--- src/rtl/rf_writeback_arbiter_pkg.sv ---
// Shared register-file definitions plus the writeback arbiter's source encoding
// and ticket sizing helper.
package rf_writeback_arbiter_pkg;

  localparam int WORD_SIZE = 16;
  localparam int REG_SIZE  = 4;
  localparam int RF_ADDR_W = 2;

  typedef enum logic [1:0] {
    SRC_NONE = 2'd0,
    SRC_ALU  = 2'd1,
    SRC_MEM  = 2'd2
  } wbSrc_e;

  // One extra bit over the outstanding-entry range keeps live tickets unambiguous.
  function automatic int ticketWidth(input int depth);
    return $clog2(2 * depth) + 1;
  endfunction

endpackage

--- src/rtl/rf_wb_fifo.sv ---
// Small per-source writeback queue: {reg, data, ticket} entries with a
// combinational head and a per-slot {valid, reg} view for hazard tracking.
module rf_wb_fifo
  import rf_writeback_arbiter_pkg::*;
#(
  parameter int DEPTH    = 2,
  parameter int TICKET_W = 3
) (
  input  logic                               clk,
  input  logic                               reset_n,
  input  logic                               push,
  input  logic [RF_ADDR_W-1:0]               pushReg,
  input  logic [WORD_SIZE-1:0]               pushData,
  input  logic [TICKET_W-1:0]                pushTicket,
  input  logic                               pop,
  output logic                               full,
  output logic                               empty,
  output logic [RF_ADDR_W-1:0]               headReg,
  output logic [WORD_SIZE-1:0]               headData,
  output logic [TICKET_W-1:0]                headTicket,
  output logic [DEPTH-1:0]                   entryValid,
  output logic [DEPTH-1:0][RF_ADDR_W-1:0]    entryReg
);

  localparam int PTR_W = (DEPTH > 1) ? $clog2(DEPTH) : 1;
  localparam int CNT_W = PTR_W + 1;

  logic [RF_ADDR_W-1:0] regMem    [DEPTH];
  logic [WORD_SIZE-1:0] dataMem   [DEPTH];
  logic [TICKET_W-1:0]  ticketMem [DEPTH];

  logic [PTR_W-1:0] rdPtr;
  logic [PTR_W-1:0] wrPtr;
  logic [CNT_W-1:0] count;
  logic             doPush;
  logic             doPop;

  assign full   = (count == CNT_W'(DEPTH));
  assign empty  = (count == '0);
  assign doPush = push && !full;
  assign doPop  = pop && !empty;

  always_ff @(posedge clk or negedge reset_n) begin
    if (!reset_n) begin
      rdPtr <= '0;
      wrPtr <= '0;
      count <= '0;
    end else begin
      if (doPush) wrPtr <= wrPtr + 1'b1;
      if (doPop)  rdPtr <= rdPtr + 1'b1;
      case ({doPush, doPop})
        2'b10:   count <= count + 1'b1;
        2'b01:   count <= count - 1'b1;
        default: count <= count;
      endcase
    end
  end

  // Payload storage needs no reset: slot validity is derived from the pointers.
  always_ff @(posedge clk) begin
    if (doPush) begin
      regMem[wrPtr]    <= pushReg;
      dataMem[wrPtr]   <= pushData;
      ticketMem[wrPtr] <= pushTicket;
    end
  end

  assign headReg    = regMem[rdPtr];
  assign headData   = dataMem[rdPtr];
  assign headTicket = ticketMem[rdPtr];

  genvar gi;
  generate
    for (gi = 0; gi < DEPTH; gi++) begin : gSlot
      logic [PTR_W-1:0] offset;
      assign offset         = PTR_W'(gi) - rdPtr;
      assign entryValid[gi] = (CNT_W'(offset) < count);
      assign entryReg[gi]   = regMem[gi];
    end
  endgenerate

endmodule

--- src/rtl/rf_writeback_arbiter.sv ---
// Shares the register file write port between the ALU and load writeback paths,
// committing one queued write per cycle in global arrival order.
module rf_writeback_arbiter
  import rf_writeback_arbiter_pkg::*;
#(
  parameter int FIFO_DEPTH = 2,
  parameter int TICKET_W   = ticketWidth(FIFO_DEPTH)
) (
  input  logic                 clk,
  input  logic                 reset_n,
  input  logic                 alu_valid,
  output logic                 alu_ready,
  input  logic [RF_ADDR_W-1:0] alu_reg,
  input  logic [WORD_SIZE-1:0] alu_data,
  input  logic                 mem_valid,
  output logic                 mem_ready,
  input  logic [RF_ADDR_W-1:0] mem_reg,
  input  logic [WORD_SIZE-1:0] mem_data,
  input  logic                 commit_en,
  output logic                 rf_we,
  output logic [RF_ADDR_W-1:0] rf_waddr,
  output logic [WORD_SIZE-1:0] rf_wdata,
  output logic [REG_SIZE-1:0]  pending,
  output logic                 busy
);

  logic [TICKET_W-1:0] issueCtr;
  logic [TICKET_W-1:0] serveCtr;

  logic aluPush, memPush, aluPop, memPop;
  logic aluFull, aluEmpty, memFull, memEmpty;
  logic aluElig, memElig;
  logic [TICKET_W-1:0] aluTicket, memTicket;

  logic [RF_ADDR_W-1:0] aluHeadReg, memHeadReg;
  logic [WORD_SIZE-1:0] aluHeadData, memHeadData;
  logic [TICKET_W-1:0]  aluHeadTicket, memHeadTicket;

  logic [FIFO_DEPTH-1:0]                aluEntryValid, memEntryValid;
  logic [FIFO_DEPTH-1:0][RF_ADDR_W-1:0] aluEntryReg, memEntryReg;

  wbSrc_e commitSrc;

  assign alu_ready = !aluFull;
  assign mem_ready = !memFull;
  assign aluPush   = alu_valid && alu_ready;
  assign memPush   = mem_valid && mem_ready;

  // A simultaneous pair is ordered MEM first, ALU second.
  assign memTicket = issueCtr;
  assign aluTicket = memPush ? issueCtr + 1'b1 : issueCtr;

  rf_wb_fifo #(
    .DEPTH    (FIFO_DEPTH),
    .TICKET_W (TICKET_W)
  ) uAluFifo (
    .clk        (clk),
    .reset_n    (reset_n),
    .push       (aluPush),
    .pushReg    (alu_reg),
    .pushData   (alu_data),
    .pushTicket (aluTicket),
    .pop        (aluPop),
    .full       (aluFull),
    .empty      (aluEmpty),
    .headReg    (aluHeadReg),
    .headData   (aluHeadData),
    .headTicket (aluHeadTicket),
    .entryValid (aluEntryValid),
    .entryReg   (aluEntryReg)
  );

  rf_wb_fifo #(
    .DEPTH    (FIFO_DEPTH),
    .TICKET_W (TICKET_W)
  ) uMemFifo (
    .clk        (clk),
    .reset_n    (reset_n),
    .push       (memPush),
    .pushReg    (mem_reg),
    .pushData   (mem_data),
    .pushTicket (memTicket),
    .pop        (memPop),
    .full       (memFull),
    .empty      (memEmpty),
    .headReg    (memHeadReg),
    .headData   (memHeadData),
    .headTicket (memHeadTicket),
    .entryValid (memEntryValid),
    .entryReg   (memEntryReg)
  );

  assign aluElig = !aluEmpty && (aluHeadTicket == serveCtr);
  assign memElig = !memEmpty && (memHeadTicket == serveCtr);

  always_comb begin
    commitSrc = SRC_NONE;
    rf_we     = 1'b0;
    rf_waddr  = '0;
    rf_wdata  = '0;
    aluPop    = 1'b0;
    memPop    = 1'b0;
    if (commit_en) begin
      if (aluElig)      commitSrc = SRC_ALU;
      else if (memElig) commitSrc = SRC_MEM;
    end
    case (commitSrc)
      SRC_ALU: begin
        rf_we    = 1'b1;
        rf_waddr = aluHeadReg;
        rf_wdata = aluHeadData;
        aluPop   = 1'b1;
      end
      SRC_MEM: begin
        rf_we    = 1'b1;
        rf_waddr = memHeadReg;
        rf_wdata = memHeadData;
        memPop   = 1'b1;
      end
      default: ;
    endcase
  end

  always_ff @(posedge clk or negedge reset_n) begin
    if (!reset_n) begin
      issueCtr <= '0;
      serveCtr <= '0;
    end else begin
      issueCtr <= issueCtr + TICKET_W'(aluPush) + TICKET_W'(memPush);
      if (rf_we) serveCtr <= serveCtr + 1'b1;
    end
  end

  genvar gi, gj;
  generate
    for (gi = 0; gi < REG_SIZE; gi++) begin : gPend
      logic [FIFO_DEPTH-1:0] aluHit;
      logic [FIFO_DEPTH-1:0] memHit;
      for (gj = 0; gj < FIFO_DEPTH; gj++) begin : gEntry
        assign aluHit[gj] = aluEntryValid[gj] && (aluEntryReg[gj] == RF_ADDR_W'(gi));
        assign memHit[gj] = memEntryValid[gj] && (memEntryReg[gj] == RF_ADDR_W'(gi));
      end
      assign pending[gi] = (|aluHit) || (|memHit);
    end
  endgenerate

  assign busy = !aluEmpty || !memEmpty;

endmodule

--- config.mk ---
export PLATFORM = sky130hd
export DESIGN_NAME = rf_writeback_arbiter
export DESIGN_NICKNAME = d
export VERILOG_FILES = /design/src/rtl/rf_writeback_arbiter_pkg.sv /design/src/rtl/rf_wb_fifo.sv /design/src/rtl/rf_writeback_arbiter.sv
export SDC_FILE = /design/constraint.sdc
export NUM_CORES = 1
export LEC_CHECK = 0
export ABC_AREA = 1
export CAP_MARGIN = 20
export CORE_UTILIZATION = 47
export DETAILED_ROUTE_END_ITERATION = 10
export GPL_TIMING_DRIVEN = 0
export PLACE_DENSITY_LB_ADDON = 0.05
export REMOVE_ABC_BUFFERS = 1
export SYNTH_ARGS = -nofsm -noshare
export SYNTH_HDL_FRONTEND = slang
export SYNTH_SLANG_ARGS = --single-unit
--- constraint.sdc ---
create_clock -name clk -period 2.46 [get_ports clk]
set_input_delay 0.369 -clock clk [delete_from_list [all_inputs] [get_ports clk]]
set_output_delay 0.369 -clock clk [all_outputs]
set_load 0.005 [all_outputs]
==> qor.yml <==
status: "finished with violations"
violations: "design-rule violations, negative setup slack"
insertedDiodeCount: 0
total_leakage_power_nw: 2.54
routed_wl_um: 10100
rsz0062_at_grt: "true"
hold_violations: 0
cts_root_buffer: "clkbuf_8"
top_usage_layer: "met2"
syn_inst: 412
netlist_area_um2: 4370
die_w_um: 98.4
synth-warning-count: 0
avgSynthCellArea_um2: 10.6
final_nets: 570
start_util_pct: 49.4
dpl_cell_area_um2: 5180
core_um2: 8850
layout_common_cells: "nand2_1, edfxtp_1, clkdlybuf4s50_1"
syn2layout_area_growth_pct: 34.7
path_class: "reg -> out"
grt_start_max_net_pins: 22
reg2reg_slack_ns: 0.10
seq_area_frac_synth_pct: 65.7
dieArea_um2: 9690
layout.cells.most_common: "nand2_1"
clock_latency_ns: 0.36
route.vias.total: 3180
routedWlPerCell_um: 15.9
hold_slack_ns: 0.415
htreeDepth: 3
grt_overflow: 0
gr-usage-all-layers_pct: 22.4
powerDensity_nw_per_um2: 511
firstDrtPassIters: 7
cp_slowest_cell: "dfrtp_4"
crit_chain: "buf_12 -> nand2_4 -> nand2_1 -> nand2_1 -> nand2_2 -> nor2_4 -> nand3_4 -> buf_12 -> clkinv_8 -> buf_6 -> buf_6 -> nand2_2 -> nand2_2 -> buf_2"
fin_skew_ns: 0.0104
cp_max_fo: 4
grtUsageMet3_pct: 3.33
max_cap_viol_count: 0
cpMostUsedCell: "nand2_2"
fmax_mhz: 397
end_kind: "output pin"
hold_path.class: "in -> async"
path_clk_slew_ns: 0.09
dp_hpwl_um: 5720
fp.dieH_um: 98.4
grt_pass1_vias: 3210
postLayoutCellArea_um2: 5890
drt-initial-drc-count: 157
drc: 2
drive_gt1_share_pct: 25.4
ant_nets: 0
ctsHoldBuffers: 0
place_congestion: 0.746
finalSetupViolCount: 8
required_ns: 2.09
synth.distinct_cells: 28
post-route-period-util_pct: 103
numPortBuffers: 66
ios: 67
critical-path-max-stage-delay_ns: 0.57
num_rows: 34
cp-start-kind: "flip-flop"
use_met2_pct: 39.3
antenna_found_initial: 0
clock-sinks: 98
peakVddDrop_mv: 0.327
arrival_ns: 2.15
setup_ws_ns: -0.0619
gr-usage-met1_pct: 28.7
slew_violations: 0
synth_seq_cells: 98
cts_buffer_depth: 2
cts_buffers: 9
tritoncts: "done"
worstMarginPinSlew_ns: 0.682
fin_crit_ns: 2.52
max-slew-margin-rel_pct: 54.4
total_power_w: 0.00301
vias_per_cell: 5.01
grt_pass1_wl_um: 16000
[layer usage]
metal / vias to the layer above / routed length (um) / share of wire, %
li1: 1574 / - / -
met1: 1515 / 4290 / 42
met2: 80 / 5140 / 51
met3: 11 / 535 / 5.3
met4: 0 / 133 / 1.3
met5: - / 0 / 0
[final cells by class]
cell class | instances | area (um2)
fill | 698 | 2960
sequential | 98 | 2880
multi-input combinational | 275 | 1400
timing repair buffer | 106 | 1040
inverter | 26 | 143
tap | 108 | 135
clock buffer | 10 | 128
clock inverter | 6 | 88.8
timing repair inverter | 6 | 72.6
[synthesized netlist by cell type (all sizes together)]
cell	n	share of area [%]
clkbuf	5	0.43
fa	1	0.46
nand2	206	19
dfrtp	14	8.0
o2111ai	4	0.80
xor2	5	1.0
ha	6	1.7
buf	8	2.0
nand3	24	3.1
xnor2	3	0.60
a21oi	4	0.54
edfxtp	84	58
nor2	12	1.4
inv	26	2.4
o21ai	10	1.1
[sequential cells by signal, summed over array words and instances (netlist names)]
register / cells
uMemFifo.dataMem: 32
uMemFifo.ticketMem: 6
uAluFifo.count: 2
uAluFifo.ticketMem: 6
uMemFifo.count: 2
uMemFifo.regMem: 4
uMemFifo.wrPtr: 1
serveCtr: 3
uAluFifo.dataMem: 32
uMemFifo.rdPtr: 1
uAluFifo.regMem: 4
uAluFifo.wrPtr: 1
uAluFifo.rdPtr: 1
issueCtr: 3
[metrics by stage]
| stage | setup TNS, ns | instances | setup WS (ns) | util, % |
|---|---|---|---|---|
| floorplan | 0 | 399 | 0.0193 | - |
| global placement | -76.90 | 573 | -1.16 | 57.2 |
| detailed placement | -25.21 | 577 | -1.13 | 58.6 |
| CTS | -0.780 | 627 | -0.125 | 65.1 |
| global route | -1.91 | 635 | -0.156 | 66.5 |
| finish | -0.383 | 635 | -0.0619 | 66.5 |
[what timing repair did]
item                       4_1_cts  5_1_grt
pin swaps                       15       14
resized for setup              121       28
setup buffers                   29        7
cloned                           5        1
hold endpoints to repair         0        0
setup endpoints to repair       28       21
[report_power, final]
group	internal (W)	switching, W
logic	0.0000563	0.0000223
registers	0.00180	0
clock network	0.000575	0.000560
total	0.00243	0.000582
[cell families (layout without fill, tap and decap cells)]
| logic type | Yosys count | count (layout) | share of synthesized area (%) |
|---|---|---|---|
| AND/OR/NAND/NOR | 242 | 242 | 23.2 |
| adder cells (fa/ha/maj) | 7 | 7 | 2.18 |
| flip-flops | 98 | 98 | 65.7 |
| buffers and inverters | 39 | 154 | 4.84 |
| XOR/XNOR | 8 | 8 | 1.60 |
| AO/OA/AOI/OAI | 18 | 18 | 2.49 |
[critical path, delay by kind of cell (launching register included)]
family,cells,cell delay (ns)
and+or+nand+nor,8,0.55
DFF,1,0.57
buffers and inverters,6,0.68
[path summary, 6_finish.rpt]
check                                   from                 to  cells past startpoint
max                           uAluFifo.rdPtr        rf_wdata[0]                     14
max reg2reg                   uAluFifo.rdPtr  uMemFifo.count[1]                     14
max in group asynchronous            reset_n     uMemFifo.rdPtr                      1
min                                  reset_n        serveCtr[0]                      1
min reg2reg                uAluFifo.count[0]  uAluFifo.count[0]                      1
min in group clk           uAluFifo.count[0]  uAluFifo.count[0]                      1
(Power assumes the default switching activity.)
